==> src/rtl/rom_ctrl_pkg.sv <==
// rom_ctrl_pkg: shared encodings for the ROM read-port arbiter
package rom_ctrl_pkg;
  localparam logic [3:0] MuBi4True  = 4'h6;
  localparam logic [3:0] MuBi4False = 4'h9;
  typedef enum logic [5:0] {
    StCheckOwn  = 6'b101100,
    StArbitrate = 6'b010110,
    StInvalid   = 6'b111011
  } rd_arb_state_e;
  typedef enum logic [1:0] {
    OwnNone = 2'd0,
    OwnChk  = 2'd1,
    OwnBus  = 2'd2,
    OwnScr  = 2'd3
  } rd_owner_e;
  function automatic int vbits(int v);
    return (v <= 1) ? 1 : $clog2(v);
  endfunction
endpackage

==> src/rtl/rom_ctrl_rd_arb_streak.sv <==
// rom_ctrl_rd_arb_streak: counts consecutive bus grants while scrub waits; starve_o forces a scrub grant
module rom_ctrl_rd_arb_streak #(
  parameter int MaxBusStreak = 8
) (
  input  logic clk_i,
  input  logic rst_ni,
  input  logic bus_gnt_i,
  input  logic scr_req_i,
  input  logic scr_gnt_i,
  output logic starve_o
);
  localparam int SW = $clog2(MaxBusStreak + 1);
  logic [SW-1:0] r_streak;
  assign starve_o = (r_streak == SW'(MaxBusStreak));
  always_ff @(posedge clk_i) begin
    if (!rst_ni) r_streak <= '0;
    else if (scr_gnt_i || !scr_req_i) r_streak <= '0;
    else if (bus_gnt_i && !starve_o) r_streak <= r_streak + SW'(1);
  end
endmodule

==> src/rtl/rom_ctrl_rd_arb.sv <==
// rom_ctrl_rd_arb: ROM read-port owner/arbiter (checker, bus, scrubber); perf counters under ROM_CTRL_RD_ARB_PERF_EN
module rom_ctrl_rd_arb
  import rom_ctrl_pkg::*;
#(
  parameter int RomDepth     = 16,
  parameter int MaxBusStreak = 8,
  parameter int PerfCntW     = 16,
  localparam int AW          = vbits(RomDepth)
) (
  input  logic                clk_i,
  input  logic                rst_ni,
  input  logic [3:0]          sel_bus_i,
  input  logic                chk_req_i,
  input  logic [AW-1:0]       chk_addr_i,
  output logic                chk_rvalid_o,
  input  logic                bus_req_i,
  input  logic [AW-1:0]       bus_addr_i,
  output logic                bus_gnt_o,
  output logic                bus_rvalid_o,
  input  logic                scr_req_i,
  input  logic [AW-1:0]       scr_addr_i,
  output logic                scr_gnt_o,
  output logic                scr_rvalid_o,
  output logic                rom_req_o,
  output logic [AW-1:0]       rom_addr_o,
  input  logic [31:0]         rom_rdata_i,
  output logic [31:0]         rdata_o,
  output logic [PerfCntW-1:0] perf_stall_o,
  output logic [PerfCntW-1:0] perf_scr_o,
  output logic                alert_o
);
  rd_arb_state_e r_state, w_state_d;
  rd_owner_e     r_owner, w_owner_d;
  logic          w_starve;
  rom_ctrl_rd_arb_streak #(.MaxBusStreak(MaxBusStreak)) u_streak (
    .clk_i     (clk_i),
    .rst_ni    (rst_ni),
    .bus_gnt_i (bus_gnt_o),
    .scr_req_i (scr_req_i),
    .scr_gnt_i (scr_gnt_o),
    .starve_o  (w_starve)
  );
  // Unknown state encodings fall through to the alerting branch.
  always_comb begin
    w_state_d  = StInvalid;
    w_owner_d  = OwnNone;
    bus_gnt_o  = 1'b0;
    scr_gnt_o  = 1'b0;
    rom_req_o  = 1'b0;
    rom_addr_o = '0;
    alert_o    = 1'b0;
    if (r_state == StCheckOwn)
      w_state_d = (sel_bus_i == MuBi4True)  ? StArbitrate :
                  (sel_bus_i == MuBi4False) ? StCheckOwn  : StInvalid;
    else if (r_state == StArbitrate)
      w_state_d = (chk_req_i || sel_bus_i != MuBi4True) ? StInvalid : StArbitrate;
    if (rst_ni) begin
      if (r_state == StCheckOwn) begin
        rom_req_o  = chk_req_i;
        rom_addr_o = chk_addr_i;
        w_owner_d  = chk_req_i ? OwnChk : OwnNone;
      end else if (r_state == StArbitrate) begin
        scr_gnt_o  = scr_req_i && (!bus_req_i || w_starve);
        bus_gnt_o  = bus_req_i && !scr_gnt_o;
        rom_req_o  = bus_gnt_o || scr_gnt_o;
        rom_addr_o = scr_gnt_o ? scr_addr_i : bus_gnt_o ? bus_addr_i : '0;
        w_owner_d  = scr_gnt_o ? OwnScr : bus_gnt_o ? OwnBus : OwnNone;
      end else begin
        alert_o = 1'b1;
      end
    end
  end
  always_ff @(posedge clk_i) begin
    if (!rst_ni) begin
      r_state <= StCheckOwn;
      r_owner <= OwnNone;
    end else begin
      r_state <= w_state_d;
      r_owner <= w_owner_d;
    end
  end
  assign chk_rvalid_o = rst_ni && (r_owner == OwnChk);
  assign bus_rvalid_o = rst_ni && (r_owner == OwnBus);
  assign scr_rvalid_o = rst_ni && (r_owner == OwnScr);
  assign rdata_o      = rom_rdata_i;
`ifdef ROM_CTRL_RD_ARB_PERF_EN
  logic [PerfCntW-1:0] r_perf_stall, r_perf_scr;
  logic                w_stall;
  assign w_stall = (r_state == StArbitrate) && bus_req_i && !bus_gnt_o;
  always_ff @(posedge clk_i) begin
    if (!rst_ni) begin
      r_perf_stall <= '0;
      r_perf_scr   <= '0;
    end else begin
      if (w_stall && !(&r_perf_stall)) r_perf_stall <= r_perf_stall + PerfCntW'(1);
      if (scr_gnt_o && !(&r_perf_scr)) r_perf_scr <= r_perf_scr + PerfCntW'(1);
    end
  end
  assign perf_stall_o = r_perf_stall;
  assign perf_scr_o   = r_perf_scr;
`else
  assign perf_stall_o = '0;
  assign perf_scr_o   = '0;
`endif
endmodule

==> config.mk <==
export PLATFORM = sky130hd
export DESIGN_NAME = rom_ctrl_rd_arb
export DESIGN_NICKNAME = d
export VERILOG_FILES = /design/src/rtl/rom_ctrl_pkg.sv /design/src/rtl/rom_ctrl_rd_arb_streak.sv /design/src/rtl/rom_ctrl_rd_arb.sv
export SDC_FILE = /design/constraint.sdc
export NUM_CORES = 1
export LEC_CHECK = 0
export CAP_MARGIN = 0
export CORE_MARGIN = 2
export CORE_UTILIZATION = 29
export DETAILED_ROUTE_END_ITERATION = 6
export GPL_ROUTABILITY_DRIVEN = 0
export PLACE_DENSITY = 0.86
export SKIP_LAST_GASP = 1
export SLEW_MARGIN = 20
export SYNTH_ARGS = -nofsm -noshare
export SYNTH_HDL_FRONTEND = slang
export SYNTH_SLANG_ARGS = --single-unit
==> constraint.sdc <==
create_clock -name clk_i -period 3.9 [get_ports clk_i]
set_input_delay 0.39 -clock clk_i [delete_from_list [all_inputs] [get_ports clk_i]]
set_output_delay 0.39 -clock clk_i [all_outputs]
set_load 0.05 [all_outputs]
# Yosys cells after proc, flatten, opt, wreduce, memory -nomap -nowiden

Index checks and enable logic that the tools add are counted.

Bits in registers: 12
Bits of input ports: 53
Output and inout port bits: 75
Word-level logic and storage cells: 56

$add $sub $neg: 1
Equal/unequal tests: 9
Muxes and demuxes: 27
Bitwise gates (word level): 1
Reductions and logical operators: 15

Operators by type and width:

| cell                                                   | number |
|---|---|
| two-way mux 6 bit                                      | 4 |
| two-way mux 4 bit                                      | 5 |
| two-way mux 1 bit                                      | 13 |
| equality test 4 bit (second input constant)            | 2 |
| two-way mux 2 bit                                      | 4 |
| equality test 6 x 5 -> 1 bit (second input constant)   | 1 |
| equality test 6 bit (second input constant)            | 1 |
| logical AND 1 bit                                      | 6 |
| two-way mux 5 bit                                      | 1 |
| adder 4 x 1 -> 4 bit (second input constant)           | 1 |
| equality test 2 bit (second input constant)            | 2 |
| equality test 4 x 3 -> 1 bit (second input constant)   | 1 |
| zero test 1 bit                                        | 4 |
| logical OR 1 bit                                       | 4 |
| inequality test 4 x 3 -> 1 bit (second input constant) | 1 |
| equality test 2 x 1 -> 1 bit (second input constant)   | 1 |
| OR reduction 2 bit                                     | 1 |
| inverter 1 bit                                         | 1 |

# Longest topological paths before layout

Gate-level depths: netlist of the first run.

Word-level depth: 10
Gate-level depth with buffers: 5
Gate-level depth less buffers: 5

# Cells and area by module

Synthesis of the first run repeated with hierarchy kept, for this count alone.

Cells, all modules: 148
Area total of the unflattened synthesis: 1146.1 sq um

Modules (own cells, without submodules):

| module                 | times used | cells each | area an instance (sq um) | seq. area each (sq um) |
|---|---|---|---|---|
| rom_ctrl_rd_arb        | 1          | 123        | 927.1                    | 120.1 |
| rom_ctrl_rd_arb_streak | 1          | 25         | 219.0                    | 80.1 |

# Least setup slack after synthesis of the first run

Ideal clock, no wire load.

Path kind: register -> output
Start: reg u_streak.r_streak[0]
End: out rom_addr_o[0]
Arrival time: 2181 ps
Required time: 3510 ps
Slack: 1329 ps
Cell stages (with the launch flop): 6
Path buffers: 0
Cells stage by stage: dfxtp_1 -> inv_1 -> ha_1 -> nand3b_1 -> a211oi_2 -> a221o_1

Longest elaborated chain between the ends: 10

RTL lines:

| element                | RTL line                     | RTL |
|---|---|---|
| from (decl)            | rom_ctrl_rd_arb_streak.sv:13 | `logic [SW-1:0] r_streak;` |
| from (signal assigned) | rom_ctrl_rd_arb_streak.sv:18 | `else if (bus_gnt_i && !starve_o) r_streak <= r_streak + SW'(1);` |
| equality test 4 bit *  | rom_ctrl_rd_arb_streak.sv:14 | `assign starve_o = (r_streak == SW'(MaxBusStreak));` |
| logical OR 1 bit *     | rom_ctrl_rd_arb.sv:63        | `scr_gnt_o = scr_req_i && (!bus_req_i \|\| w_starve);` |
| logical AND 1 bit *    | rom_ctrl_rd_arb.sv:63        |  |
| zero test 1 bit        | rom_ctrl_rd_arb.sv:64        | `bus_gnt_o = bus_req_i && !scr_gnt_o;` |
| logical AND 1 bit      | rom_ctrl_rd_arb.sv:64        |  |
| two-way mux 4 bit      | rom_ctrl_rd_arb.sv:66        | `rom_addr_o = scr_gnt_o ? scr_addr_i : bus_gnt_o ? bus_addr_i : '0;` |
| two-way mux 4 bit *    | rom_ctrl_rd_arb.sv:66        |  |
| two-way mux 4 bit *    | rom_ctrl_rd_arb.sv:62        | `end else if (r_state == StArbitrate) begin` |
| two-way mux 4 bit *    | rom_ctrl_rd_arb.sv:58        | `if (r_state == StCheckOwn) begin` |
| two-way mux 4 bit *    | rom_ctrl_rd_arb.sv:57        | `if (rst_ni) begin` |
| to (decl)              | rom_ctrl_rd_arb.sv:25        | `output logic [AW-1:0] rom_addr_o,` |

Every way passes the cells marked *; elsewhere a longest branch is shown, timed or not.

# Worst setup path after layout of the first run

Start: in rst_ni
End: out rom_addr_o[2]

Longest elaborated chain between the ends: 1

RTL lines:

| element           | RTL line              | RTL |
|---|---|---|
| from (decl)       | rom_ctrl_rd_arb.sv:11 | `input logic rst_ni,` |
| two-way mux 4 bit | rom_ctrl_rd_arb.sv:57 |  |

Every way passes these cells.

==> implementation parameters, run 1 <==
Parameter                              Value

Timing
  Setup clock skew after layout    between 0.4 and 0.5 ps
  Worst Setup Slack, final    between 700 and 800 ps
  Time the final worst path needs with I/O delays and setup    ~3200 ps
  Unrepaired setup endpoints after global routing    no
  Number of hold violations in the final report    0
  Total setup violations reported at the end of the flow    0
  Worst slew margin relative to its limit    65.8%
  Setup TNS    0 ps
  Final Slew Violations    0
  Maximum operating frequency    0.315 GHz
  Worst Hold Slack    500 ps
  Tcrit/Tclk final    ~81%
  Transition time at the pin with the least slew margin    511 ps

Critical path
  R2r endpoint    u_streak.r_streak[3]
  CP max FO    15
  CP Launch Type    primary input
  Depth of the most critical reg-to-reg path    3
  Startpoint-to-endpoint class of the critical path    primary input to primary output
  Slack of the worst reg-to-reg path    between 2000 and 2500 ps
  Kind of end point of the critical path    primary output
  Required time of the critical path    ~3500 ps
  Start of the worst register-to-register path    r_state[3]
  Arrival time reported for the critical path endpoint    between 2000 and 3000 ps

Yosys
  Area share of the leading cell type in the synthesized netlist    43.7%
  Sequential area share after synthesis    18.2%
  Number of enable-type register cells in the synthesized netlist    0
  Yosys reg bits    10
  Synth Area in Compound Gates    between 10% and 20%
  Share of synthesized cell area in and, or, nand and nor gates    19.9%
  Post-synthesis cell type with the largest combined area    buf_4
  Predominant post-synthesis flop cell    dfxtp_1
  Biggest area contributors in the synthesized netlist    buf_4 44%, dfxtp_1 18%, a221o_1 3.6%, and3_1 2.8%, nand4bb_4 2.5%
  Number of warnings issued by yosys    0
  Adder and majority cell fraction of the synthesized area    about 2.3%
  Combinational family with the most area after synthesis    buffers and inverters
  Async SR Flop Fraction    0%
  Avg Cell Area, Syn    8.40 sq um
  Most common cell in the synthesized netlist    buf_4
  Commonest cells post-synth    64 x buf_4, 10 x dfxtp_1, 6 x nand2_1
  Post-synthesis instance area    about 1100 sq um
  Number of library cell types mapped by synthesis    33
  Cells after synthesis    131
  Share of cell area taken by muxes after synthesis    0%
  Share of the synthesized netlist area taken by xor and xnor gates    0%

Global routing
  Pin count of the biggest net entering global routing    16
  GR Util All Layers    under 10%
  Number of global-route vias before repair    slightly below 700
  Grt total ovfl    0
  First-pass GRT wire length    approximately 3000 um
  Initial antenna violation count    0

Floorplan
  Number of core rows    22
  Die Width    roughly 66 um
  Effective utilization at floorplan    roughly 30%
  Core region area    3660 sq um
  Die area    roughly 4300 sq um
  Floorplan die height    between 60 and 70 um
  Number of ports placed on the die boundary    around 130

Route
  First-iteration detailed-routing DRC count    21
  Vias/cell    4.31
  Detailed-router iteration count before antenna repair    4
  Total wirelength of the detailed-routed design    slightly below 2000 um
  Routed vias    slightly below 800
  DRC    0
  Average wire per standard cell    11.1 um
  Number of nets with antenna violations after routing    0

Final layout
  Sequential cell area    between 200 and 250 sq um
  Layout Cell Area excl Fill    between 1000 and 1500 sq um
  Diodes inserted    0
  Final Non-Filler Cells    179
  Util after Layout    a little under a third
  Area of the multi-input gates    ~510 sq um
  Share of final-layout standard cells stronger than drive strength 1    6.87%
  Number of filler instances in the final layout    around 390
  Number of nets in the layout    187
  Area growth from synthesis to layout    4.21%

Hold path
  Worst hold path class    register to register
  Min-delay src    u_streak.r_streak[0]
  Cells on Worst Hold Path    2
  End point of the worst hold path    u_streak.r_streak[0]

Run
  MaxCap Viol Count    0

Clock tree
  TritonCTS buffer count    3
  Maximum buffer depth of the clock tree    2
  Post-CTS setup buffers    0
  H-tree level count    1
  Number of hold-repair buffers added at the cts stage    0
  Number of clock sinks    10
  Number of instances resized during post-cts repair    0
  Cell at the root of the clock tree    clkbuf_8
  Insertion delay to the later sink of the worst-skew pair    between 200 and 250 ps
  Clock tree from TritonCTS    yes
  Clock input transition at the sequential cells of the worst setup and hold paths    roughly 50 ps

Placed design
  Placed Cells incl. Taps    between 150 and 200
  Placement-stage worst setup slack    between 700 and 800 ps
  HPWL Detailed    around 1600 um
  I/O Buffers    31
  Area after detailed placement    approximately 1100 sq um

Power and ir drop
  Power after layout    about 350 uW
  Leakage power total    0.470 nW
  Peak supply drop    0.104 mV
  Power per cell area    about 300 nW/um^2

Outcome
  Run status    finished, final reports clean
[cells by family (layout without fill, tap and decap cells)]
family | count (synthesis) | count (layout)
compound gates | 19 | 19
fa+ha+maj | 2 | 2
buf+inv | 68 | 37
flops | 10 | 10
other cells | 1 | 32
simple gates | 31 | 31
[critical path: stages]
cell             delay, ps
clkdlybuf4s50_1        720
nand2_1                240
a211oi_2               400
a221o_1                230
clkdlybuf4s50_1        800
[placed cells by master, fill, tap and decap left out]
cell,instances
o31ai_1,1
a21boi_1,1
a21boi_0,1
nor3_2,1
nand3b_1,1
a2111o_1,1
ha_1,2
and4bb_1,1
and4b_1,1
nor2_1,3
nand2b_1,1
nand3_1,4
nand2_1,6
o21ai_0,3
nand4bb_4,1
a221o_1,4
inv_1,2
a211oi_2,1
clkbuf_8,4
nand4_1,2
nor4bb_1,2
a21bo_2,1
or4_1,1
and3_1,5
a21oi_1,3
a211oi_1,2
dfxtp_1,10
conb_1,32
o21bai_1,1
nor3b_1,1
and4bb_2,1
clkdlybuf4s50_1,31
[cell type report]
| cell class | instances | share of cell area (%) |
|---|---|---|
| Tap cell | 48 | 5.24 |
| Multi-Input combinational cell | 84 | 44.8 |
| Clock buffer | 4 | 4.80 |
| Inverter | 2 | 0.655 |
| Sequential cell | 10 | 17.5 |
| Timing Repair Buffer | 31 | 27.1 |
[metal layers]
metal	global-route usage, %	part of all wire [%]
met1	9.46	37
met2	15.2	45
met3	5.31	16
met4	5.47	2.6
met5	0	0
[worst max-delay path by stage]
stage                         start            end  slack (ps)  cells past startpoint
2_1_floorplan  u_streak.r_streak[0]  rom_addr_o[0]        1330                      5
3_3_place_gp                 rst_ni  rom_addr_o[0]         860                      5
3_5_place_dp                 rst_ni  rom_addr_o[2]         740                      5
4_1_cts                      rst_ni  rom_addr_o[2]         740                      5
5_1_grt                      rst_ni  rom_addr_o[2]         610                      5
6_report                     rst_ni  rom_addr_o[2]         720                      5
[report_power, final]
part,total [mW],switching (mW),internal [mW]
clock network,0.128,0.0395,0.0886
logic,0.111,0.0854,0.0257
registers,0.106,0.00175,0.105
total,0.345,0.127,0.219
[sequential cells by signal, indices dropped and copies added (netlist names)]
register	count
u_streak.r_streak	4
r_owner	2
r_state	4
Power figures use the tool's default switching activity.
==> inputs of run 2 (changes only) <==
--- a/config.mk
+++ b/config.mk
@@ -7,10 +7,10 @@
 export LEC_CHECK = 0
 export CAP_MARGIN = 0
 export CORE_MARGIN = 2
-export CORE_UTILIZATION = 29
+export CORE_UTILIZATION = 25
 export DETAILED_ROUTE_END_ITERATION = 6
 export GPL_ROUTABILITY_DRIVEN = 0
-export PLACE_DENSITY = 0.86
+export PLACE_DENSITY = 0.79
 export SKIP_LAST_GASP = 1
 export SLEW_MARGIN = 20
 export SYNTH_ARGS = -nofsm -noshare
==> constraint.sdc (replaced) <==
create_clock -name clk_i -period 2.9 [get_ports clk_i]
set_input_delay 0.29 -clock clk_i [delete_from_list [all_inputs] [get_ports clk_i]]
set_output_delay 0.29 -clock clk_i [all_outputs]
set_load 0.05 [all_outputs]
==> run 2 against run 1 <==
Effect of this change:
- combinational power is 38% higher
- flip-flop and latch count stayed put
- cell count increased by 3.4%
- utilization down 3.0 points
- via count increased by 2.2%
- sequential share of layout area shrank 0.97 points
- first-iteration DRC count rose by 110%
- largest cell class unchanged
==> implementation parameters, run 2 (synthesis results as in run 1) <==
Parameter                              Value

Outcome
  Run status    finished, final reports clean

Final layout
  Diodes inserted    0 (unchanged)
  Biggest regs    r_state: 4 flops, u_streak.r_streak: 4 flops, r_owner: 2 flops
  Area of the multi-input gates    513 sq um (unchanged)
  Number of filler instances in the final layout    465 (+18%)
  Number of nets in the layout    189 (+1.1%)
  Top library cells by usage in the layout, fill and taps aside    32 x conb_1, 25 x clkdlybuf4s50_1, 10 x dfxtp_1
  Area growth from synthesis to layout    10.4%
  Commonest non-fill, non-tap cell in the layout    conb_1
  Share of final-layout standard cells stronger than drive strength 1    12.8% (+5.9 points)
  Sequential cell area    200 sq um (unchanged)

Floorplan
  Effective utilization at floorplan    25.6% (-4.4 points)
  Die area    4950 sq um (+15%)
  Floorplan die height    70.3 um (+7.2%)
  Core region area    4290 sq um (+17%)
  Number of ports placed on the die boundary    128 (unchanged)
  Die Width    70.3 um (+7.2%)
  Number of core rows    24 (+9.1%)

Clock tree
  Insertion delay to the later sink of the worst-skew pair    240 ps (about the same)
  Clock input transition at the sequential cells of the worst setup and hold paths    50 ps (about the same)
  Number of clock sinks    10 (unchanged)
  Maximum buffer depth of the clock tree    2 (unchanged)
  H-tree level count    1 (unchanged)
  Clock tree from TritonCTS    yes
  Post-CTS setup buffers    0 (unchanged)
  TritonCTS buffer count    3 (unchanged)
  Number of hold-repair buffers added at the cts stage    0 (unchanged)
  Number of instances resized during post-cts repair    0 (unchanged)
  Cell at the root of the clock tree    clkbuf_8

Route
  Detailed-router iteration count before antenna repair    4 (unchanged)
  Vias/cell    4.26 (-1.1%)
  First-iteration detailed-routing DRC count    44 (+110%)
  DRC    0 (unchanged)
  Total wirelength of the detailed-routed design    2140 um (+7.3%)
  Number of nets with antenna violations after routing    0 (unchanged)
  Average wire per standard cell    11.5 um (+3.9%)
  Routed vias    789 (+2.2%)

Run
  MaxCap Viol Count    0 (unchanged)

Power and ir drop
  Share of power burned in the clock network    36.8% (-0.3 points)
  Total internal power    297 uW (+36%)
  Sequential Power Share    30.5% (-0.3 points)
  Leakage power total    0.506 nW (+7.7%)
  Switching share of power    36.7% (about the same)
  Combinational share of power    32.6% (+0.4 points)
  Net Switching    172 uW (+36%)
  Peak supply drop    0.138 mV (+32%)
  Power per cell area    387 nW/um^2 (+28%)

Global routing
  First-pass GRT wire length    3370 um (+12%)
  Pin count of the biggest net entering global routing    13 (-3)
  Number of global-route vias before repair    707 (+3.5%)
  Initial antenna violation count    0 (unchanged)
  GR Util All Layers    8.56% (-0.84 points)
  Grt total ovfl    0 (unchanged)

Timing
  Time the final worst path needs with I/O delays and setup    ~2400 ps
  Unrepaired setup endpoints after global routing    no
  Setup clock skew after layout    2.20 ps (+1.72 ps)
  Number of hold violations in the final report    0 (unchanged)
  Tcrit/Tclk final    84.2%
  Worst slew margin relative to its limit    65.9% (+0.075 points)
  Maximum operating frequency    around 0.4 GHz
  Transition time at the pin with the least slew margin    510 ps (-1.12 ps)
  Final Slew Violations    0 (unchanged)
  Total setup violations reported at the end of the flow    0 (unchanged)
  Worst Setup Slack, final    458 ps (-266 ps)
  Setup TNS    0 ps (unchanged)

Placed design
  Placement-stage worst setup slack    467 ps (-273 ps)
  I/O Buffers    31 (unchanged)

Critical path
  Delay of the slowest cell on the worst path    840 ps (+40 ps)
  CP Launch Type    primary input
  Kind of end point of the critical path    primary output
  CP max FO    7 (-8)
  Cells along the critical path    clkdlybuf4s50_1, o21ai_0, o21ai_0, clkdlybuf4s50_1
  Required time of the critical path    2610 ps (-900 ps)
  Start of the worst register-to-register path    r_state[3]
  Slowest-stage cell, CP    clkdlybuf4s50_1
  Launching instance or port of the critical path    rst_ni
  Largest delay share family, worst path    buffers and inverters
  Buffers and inverters on the worst path    2 (unchanged)
  Arrival time reported for the critical path endpoint    2150 ps (-640 ps)
  Startpoint-to-endpoint class of the critical path    primary input to primary output

Hold path
  Min-delay src    u_streak.r_streak[0]
  Worst hold path class    register to register
==> run 2: changes by cell type in the layout (fill, tap and decap cells not counted) <==
| cell | delta |
|---|---|
| clkdlybuf4s50_1 | -6 |
| buf_12 | +5 |
| buf_4 | +3 |
==> run 2: layer usage <==
| metal | share of wire, % | GRT usage [%] | wire (um) |
|---|---|---|---|
| met5 | 0 | 0 | 0 |
| met1 | 38 | 9.32 | 801 |
| met4 | 1.6 | 3.85 | 35 |
| met2 | 46 | 13.4 | 987 |
| met3 | 15 | 4.91 | 311 |
==> run 2: path summary, 6_finish.rpt <==
kind | depth (start not counted) | slack, ps | endpoint
setup / recovery | 4 | 460 | rom_req_o
hold / removal | 2 | 490 | u_streak.r_streak[0]
setup reg to reg | 3 | 1390 | u_streak.r_streak[3]
hold reg to reg | 2 | 490 | u_streak.r_streak[0]
==> run 2: final cells by class <==
cell class                      count  share of cell area (%)
Multi-Input combinational cell     84                    42.3
Timing Repair Buffer               33                    30.7
Sequential cell                    10                    16.5
Tap cell                           52                    5.36
Clock buffer                        4                    4.54
Inverter                            2                   0.619
==> run 2: worst register-to-register path, cell delays in order (launching register included) <==
cell       delay [ps]
dfxtp_1           310
nand4bb_4         330
or4_1             550
a211oi_1          230
==> run 2: power by group through the flow <==
stage	logic [mW]	registers, mW	clock network, mW
2_1_floorplan	0.264	0.145	0
5_1_grt	0.160	0.144	0.187
4_1_cts	0.153	0.143	0.178
3_3_place_gp	0.152	0.146	0
6_report	0.153	0.143	0.173
3_5_place_dp	0.152	0.146	0
==> run 2: stage by stage <==
| stage | hold WS (ps) | power (mW) | cells | utilization (%) | instance area (sq um) |
|---|---|---|---|---|---|
| 5_1_grt | 521 | 0.490 | 185 | 28.3 | 1210 |
| 2_1_floorplan | 433 | 0.409 | 162 | - | 1220 |
| 3_5_place_dp | 489 | 0.298 | 181 | 27.0 | 1160 |
| 4_1_cts | 496 | 0.474 | 185 | 28.3 | 1210 |
| 3_3_place_gp | 483 | 0.297 | 181 | 27.0 | 1160 |
| 6_report | 492 | 0.469 | 185 | 28.3 | 1210 |
